`config.mk`:
```
export PLATFORM = sky130hd
export DESIGN_NAME = result_array_serializer
export DESIGN_NICKNAME = d
export VERILOG_FILES = /design/src/rtl/result_array_serializer.sv
export SDC_FILE = /design/constraint.sdc
export NUM_CORES = 1
export LEC_CHECK = 0
export CAP_MARGIN = 15
export CORE_ASPECT_RATIO = 2
export CORE_MARGIN = 4
export CORE_UTILIZATION = 40
export DETAILED_ROUTE_END_ITERATION = 7
export SLEW_MARGIN = 20
export SYNTH_ARGS = -nofsm -noshare
export SYNTH_HDL_FRONTEND = slang
export SYNTH_SLANG_ARGS = --single-unit
```
`constraint.sdc`:
```
create_clock -name clk -period 7.96 [get_ports clk]
set_input_delay 1.194 -clock clk [delete_from_list [all_inputs] [get_ports clk]]
set_output_delay 1.194 -clock clk [all_outputs]
set_load 0.005 [all_outputs]
```
`src/rtl/result_array_serializer.sv`:
```
// Buffers 4-element result frames from the array-returning operation block and
// streams them out one element per transfer with index, op tag and last marker.
module result_array_serializer #(
    parameter int FRAME_DEPTH = 2,
    parameter int DATA_W      = 8
) (
    input  logic              clk,
    input  logic              rst_n,
    input  logic [DATA_W-1:0] result_array [0:3],
    input  logic              result_valid,
    input  logic [1:0]        op_select,
    output logic              in_ready,
    output logic [DATA_W-1:0] out_data,
    output logic [1:0]        out_index,
    output logic [1:0]        out_op,
    output logic              out_last,
    output logic              out_valid,
    input  logic              out_ready,
    output logic [7:0]        drop_count
);

    localparam int PTR_W = (FRAME_DEPTH > 1) ? $clog2(FRAME_DEPTH) : 1;
    localparam int CNT_W = $clog2(FRAME_DEPTH + 1);

    typedef enum logic {
        S_EMPTY  = 1'b0,
        S_STREAM = 1'b1
    } state_t;

    state_t             state;
    state_t             state_next;
    logic [PTR_W-1:0]   wr_ptr;
    logic [PTR_W-1:0]   rd_ptr;
    logic [CNT_W-1:0]   count;
    logic [1:0]         elem_idx;

    logic [DATA_W-1:0]  mem_data [FRAME_DEPTH][4];
    logic [1:0]         mem_op   [FRAME_DEPTH];

    logic               push;
    logic               drop;
    logic               xfer;
    logic               frame_done;

    function automatic logic [7:0] sat_inc8(input logic [7:0] val);
        return (val == 8'hFF) ? val : val + 8'd1;
    endfunction

    // Fullness is judged on pre-edge occupancy, so a frame arriving while full
    // is dropped even if the head frame completes on the same edge.
    assign in_ready   = (count != CNT_W'(FRAME_DEPTH));
    assign push       = result_valid && in_ready && rst_n;
    assign drop       = result_valid && !in_ready && rst_n;
    assign xfer       = out_valid && out_ready;
    assign frame_done = xfer && (elem_idx == 2'd3);

    // Frame storage carries data only and is deliberately left unreset.
    always_ff @(posedge clk) begin
        if (push) begin
            for (int e = 0; e < 4; e++) begin
                mem_data[wr_ptr][e] <= result_array[e];
            end
            mem_op[wr_ptr] <= op_select;
        end
    end

    always_ff @(posedge clk or negedge rst_n) begin
        if (!rst_n) begin
            wr_ptr     <= '0;
            rd_ptr     <= '0;
            count      <= '0;
            elem_idx   <= 2'd0;
            drop_count <= 8'd0;
        end else begin
            if (push) begin
                wr_ptr <= wr_ptr + PTR_W'(1);
            end
            if (xfer) begin
                elem_idx <= elem_idx + 2'd1;
            end
            if (frame_done) begin
                rd_ptr <= rd_ptr + PTR_W'(1);
            end
            case ({push, frame_done})
                2'b10:   count <= count + CNT_W'(1);
                2'b01:   count <= count - CNT_W'(1);
                default: count <= count;
            endcase
            if (drop) begin
                drop_count <= sat_inc8(drop_count);
            end
        end
    end

    // Read-side state register
    always_ff @(posedge clk or negedge rst_n) begin
        if (!rst_n) begin
            state <= S_EMPTY;
        end else begin
            state <= state_next;
        end
    end

    // Leaves STREAM only when the last buffered frame finishes with no refill.
    always_comb begin
        state_next = state;
        case (state)
            S_EMPTY: begin
                if (push) begin
                    state_next = S_STREAM;
                end
            end
            S_STREAM: begin
                if (frame_done && !push && (count == CNT_W'(1))) begin
                    state_next = S_EMPTY;
                end
            end
            default: state_next = S_EMPTY;
        endcase
    end

    always_comb begin
        out_valid = 1'b0;
        out_data  = '0;
        out_index = 2'd0;
        out_op    = 2'd0;
        out_last  = 1'b0;
        if (state == S_STREAM) begin
            out_valid = 1'b1;
            out_data  = mem_data[rd_ptr][elem_idx];
            out_index = elem_idx;
            out_op    = mem_op[rd_ptr];
            out_last  = (elem_idx == 2'd3);
        end
    end

endmodule

```
==> impl_metrics.csv, run 1 <==
group,metric,value,unit
status,status,"completed",
yosys,syn_area,3440,sq um
route,routed_wl,6640,um
route,drt_first_iter_violations,106,
setup_path,cp_slowest_cell,"dfrtp_1",
global_routing,antenna_found_initial,0,
yosys,ys_async_sr_fraction,0.181,
place,post-place-cells,356,
power_and_ir_drop,irDropWorstVdd,0.201,mV
clock_tree,worstSkewPairLatency,330,ps
timing,drv_slew,0,
route,wl_met1,2280,um
final_layout,fin_cells,371,
yosys,synth_seq_cells,83,
clock_tree,root_buffer,"clkbuf_16",
setup_path,slowest_delay,800,ps
yosys,synth_fp_nets,248,
setup_path,cp.arrival,2450,ps
setup_path,cp_cell_sequence,"mux4_1 -> o22ai_1 -> nor2_1 -> clkdlybuf4s50_1",
global_routing,grt-ovfl-total,0,
clock_tree,cts_buffers,9,
final_layout,antenna_cells,0,
clock_tree,tritoncts,"done",
timing,hold_viol_final,0,
timing,rsz0062_at_grt,"false",
final_layout,drive_above_1_share,0.147,
power_and_ir_drop,p_leak,0.00155,uW
route,routedWlPerCell,17.9,um
place,gp_congestion,0.701,
power_and_ir_drop,powerDensity,340,nW/um^2
final_layout,nFillCells,722,
timing,setup_violations,0,
setup_path,critical_path_class,"flip-flop to primary output",
floorplanning,die_y,139,um
route,vias_per_cell,5.18,
timing,fin_crit,3650,ps
yosys,synthCells,204,
route,highest_layer,"met4",
flow_run,maxCapViolCount,0,
clock_tree,clockBufferDepth,2,
setup_path,crit_required,6770,ps
floorplanning,fp-row-count,47,
timing,min_period_over_period,0.458,
clock_tree,post-cts-setup-buffers,0,
yosys,synth.avg_cell_area,16.9,sq um
clock_tree,cts-resized-gates,0,
floorplanning,die_w,73.6,um
global_routing,grt_max_degree,35,
yosys,synth_ff_type,"edfxtp_1",
clock_tree,h-tree-depth,3,
route,detail-route-antenna-nets,0,
floorplanning,io_pins,61,
setup_path,crit_path_end_kind,"primary output",
route,wl_met3,330,um
yosys,synth-edff-count,68,
floorplanning,core,8350,sq um
timing,worst_pin_slew,973,ps
final_layout,nets,313,
place,dp.final_hpwl,4630,um
clock_tree,clkTransAtPathRegs,50,ps
route,met2WireLength,3820,um
hold_path,hold_path.class,"flip-flop to flip-flop",
timing,tns,0,ps
floorplanning,die_area,10200,sq um
global_routing,grt_pass1_vias,2186,
final_layout,stdcell_area,4410,sq um
place,io_buffers,60,
yosys,ys_seq_area_frac,0.702,
place,postPlaceCellArea,4110,sq um
clock_tree,cts-hold-fix-buffers,0,
global_routing,grt_pass1_wl,10600,um
floorplanning,start_util,0.412,
global_routing,grt_use_total,0.142,
timing,max-slew-margin-rel,0.349,
yosys,ys_types,35,
setup_path,startpoint_type,"flip-flop",
route,firstDrtPassIters,6,
timing,skew,5.61,ps
route,route.detailed.drc,0,
yosys,ys_warn_count,0,
final_layout,syn2layout_area_growth,28.1,%
setup_path,crit_fanout,13,
timing,fmax,0.274,GHz
clock_tree,cts.sinks,83,
route,num_vias,1921,
-- metal layers --
metal	GRT usage	vias up
li1	-	921
met1	0.139	943
met2	0.257	44
met3	0.0412	13
met4	0.0697	0
met5	0	-
-- critical path: cells and delay by family, from the launching register on --
kind | cells | cell delay, ps
AND/OR/NAND/NOR | 1 | 90
flip-flops | 1 | 800
multiplexers | 1 | 630
buffers and inverters | 1 | 450
AO/OA/AOI/OAI | 1 | 150
-- through the flow --
step                      setup WS, ps  total power (uW)  hold WS, ps   util
after global routing              4170              1590          552  0.528
after detailed placement          4080              1110          520  0.493
final                             4310              1500          530  0.528
after CTS                         4220              1530          536  0.528
after global placement            4170              1110          514  0.492
after floorplan                   4600               890          456      -
-- cells by family after synthesis --
kind of cell	count (synthesis)	share of synthesized area
flip-flops	83	0.702
AND/OR/NAND/NOR	41	0.0614
multiplexers	31	0.130
AO/OA/AOI/OAI	28	0.0494
buffers and inverters	10	0.0232
adder cells (fa/ha/maj)	6	0.0218
XOR/XNOR	5	0.0127
-- Yosys cell counts (all sizes together), types with 3 or more instances --
cell type  count  share of area
ha             6          0.022
and3           3         0.0054
o22ai          8          0.015
nor2          11          0.012
nor2b          3         0.0054
clkbuf         3         0.0091
mux2          20          0.065
dfrtp         15           0.11
o21ai          9          0.013
mux2i          3         0.0087
buf            3         0.0098
mux4           8          0.056
a21oi          3         0.0044
nand3          3         0.0058
edfxtp        68           0.59
nor3           3         0.0044
xor2           3         0.0076
inv            4         0.0044
and2           4         0.0073
nand2          8         0.0087
-- path summary, 6_finish.rpt --
path / start / end / slack (ps) / cells after the start
setup / recovery: rd_ptr / out_data[0] / 4310 / 4
hold / removal: count[1] / count[1] / 530 / 2
setup reg to reg: count[0] / mem_data[0][15] / 5730 / 5
hold reg to reg: count[1] / count[1] / 530 / 2
max in group asynchronous: rst_n / elem_idx[1] / 6080 / 1
min in group asynchronous: rst_n / count[0] / 1330 / 1
-- power by group --
part / switching [uW] / total (uW) / internal [uW]
Clock: 143 / 415 / 272
Sequential: 96.9 / 643 / 546
Combinational: 166 / 443 / 277
-- flip-flops by register name, indices dropped and copies added (netlist names) --
name and count:
mem_data 64, drop_count 8, mem_op 4, count 2, elem_idx 2, rd_ptr 1, state 1, wr_ptr 1
-- area by class of cell --
cell class,instances,area (sq um),share of cell area
flip-flops and latches,83,2420,0.548
multi-input cells,111,956,0.217
repair buffers,60,601,0.136
clock buffers,12,236,0.0536
well taps,98,123,0.0278
clock inverters,3,63.8,0.0145
inverters,4,15.0,0.00340
-- cell usage in the layout (no fill, tap or decap), types with 3 or more instances in the layout --
cell,n
edfxtp_1,68
clkdlybuf4s50_1,60
mux2_2,20
dfrtp_1,14
nor2_1,10
o21ai_0,9
clkbuf_16,9
nand2_1,8
o22ai_1,8
ha_1,6
mux4_2,5
inv_1,4
and3_1,3
mux4_1,3
and2_1,3
mux2i_1,3
nor2b_1,3
nor3_1,3
a21oi_1,3
xor2_1,3
clkbuf_1,3
No activity file was read; power rests on OpenSTA's default activity.
==> inputs of run 2 (changes only) <==
- clock period: 7.96 -> 3.6 ns (I/O delays scaled with it)
==> impl_metrics.csv, run 2 (synthesized netlist as in run 1, its figures left out) <==
group,metric,value,unit
setup_path,crit_path_end_kind,"primary output",
floorplanning,die_w,73.6,um
timing,min_period_over_period,0.839,
hold_path,hold_path.class,"primary input to asynchronous set/reset pin",
power_and_ir_drop,p_leak,0.00160,uW
setup_path,crit_fanout,13,
clock_tree,cts-resized-gates,0,
route,route.detailed.drc,0,
clock_tree,clkTransAtPathRegs,60,ps
timing,tns,0,ps
clock_tree,h-tree-depth,3,
route,detail-route-antenna-nets,0,
final_layout,top_regs,"mem_data (64), drop_count (8), mem_op (4)",
clock_tree,post-cts-setup-buffers,0,
clock_tree,tritoncts,"done",
final_layout,drive_above_1_share,0.173,
floorplanning,die_area,10200,sq um
power_and_ir_drop,finalPower,3430,uW
floorplanning,core,8350,sq um
route,routedWlPerCell,17.7,um
place,postPlaceCellArea,4150,sq um
place,io_buffers,60,
clock_tree,cts.sinks,83,
status,status,"completed",
clock_tree,root_buffer,"clkbuf_16",
global_routing,grt_pass1_vias,2176,
final_layout,antenna_cells,0,
route,firstDrtPassIters,4,
clock_tree,cts-hold-fix-buffers,0,
place,gp_congestion,0.754,
timing,drv_slew,0,
setup_path,cp.arrival,2480,ps
global_routing,grt_pass1_wl,10600,um
clock_tree,worstSkewPairLatency,330,ps
route,routed_wl,6640,um
floorplanning,fp-row-count,47,
route,num_vias,1955,
final_layout,top_register,"mem_data",
route,vias_per_cell,5.20,
timing,max-slew-margin-rel,0.497,
route,drt_first_iter_violations,77,
timing,setup_violations,0,
floorplanning,die_y,139,um
setup_path,startpoint_type,"flip-flop",
power_and_ir_drop,powerDensity,763,nW/um^2
place,dp.final_hpwl,4760,um
global_routing,grt_use_total,0.140,
final_layout,stdcell_area,4500,sq um
final_layout,largest_register_ffs,64,
timing,worst_pin_slew,755,ps
floorplanning,io_pins,61,
power_and_ir_drop,irDropWorstVdd,0.423,mV
timing,holdWs,436,ps
final_layout,syn2layout_area_growth,30.5,%
clock_tree,cts_buffers,9,
final_layout,final_common_cell,"edfxtp_1",
final_layout,utilization,0.538,
global_routing,grt-ovfl-total,0,
clock_tree,clockBufferDepth,2,
setup_path,crit_required,3060,ps
global_routing,antenna_found_initial,0,
floorplanning,start_util,0.412,
timing,rsz0062_at_grt,"false",
timing,hold_viol_final,0,
timing,skew,2.92,ps
setup_path,critical_path_class,"flip-flop to primary output",
final_layout,final_cell_mix,"68 x edfxtp_1, 60 x clkdlybuf4s50_1, 20 x mux2_2, 15 x dfrtp_1, 10 x nor2_1",
final_layout,nets,317,
flow_run,maxCapViolCount,0,
timing,fmax,0.331,GHz
timing,fin_crit,3020,ps
global_routing,grt_max_degree,35,
[run 2: power by group]
group          switching [uW]  total, uW  internal [uW]  leakage [uW]
sequential                156       1360           1210      0.000809
clock                     344       1020            675      0.000165
combinational             417       1050            629      0.000625
total                     918       3430           2510       0.00160
[run 2: routing by layer]
layer / GRT usage / vias up / wire length (um)
met3: 0.0397 / 15 / 297
met5: 0 / - / 0
met2: 0.251 / 50 / 3910
li1: - / 931 / -
met1: 0.143 / 959 / 2250
met4: 0.0688 / 0 / 181
[run 2: area by class of cell]
class / count / area, sq um
multi-input combinational: 111 / 956
inverter: 4 / 15.0
clock inverter: 7 / 116
fill: 721 / 3850
sequential: 83 / 2420
timing repair buffer: 64 / 643
clock buffer: 9 / 225
tap: 98 / 123
[run 2: through the flow]
| stage | setup WS [ps] | instances |
|---|---|---|
| 4_1_cts | 528 | 376 |
| 2_1_floorplan | 743 | 204 |
| 3_5_place_dp | 895 | 360 |
| 3_3_place_gp | 910 | 360 |
| 5_1_grt | 455 | 376 |
| 6_report | 579 | 376 |
[run 2: critical path, stage by stage, from the launching register on]
cell and delay (ps):
dfrtp_1 830, mux4_1 650, o22ai_1 170, nor2_1 60
clkdlybuf4s50_1 450
[run 2: worst paths after layout]
kind                       depth (start not counted)             to  slack (ps)     start
setup reg to reg                                   6   mem_op[0][1]        1640  count[0]
max in group asynchronous                          2  drop_count[5]        2700     rst_n
setup / recovery                                   4    out_data[1]         580    rd_ptr
min in group clk                                   2       count[1]         520  count[1]
hold / removal                                     1  drop_count[3]         440     rst_n
hold reg to reg                                    2       count[1]         520  count[1]
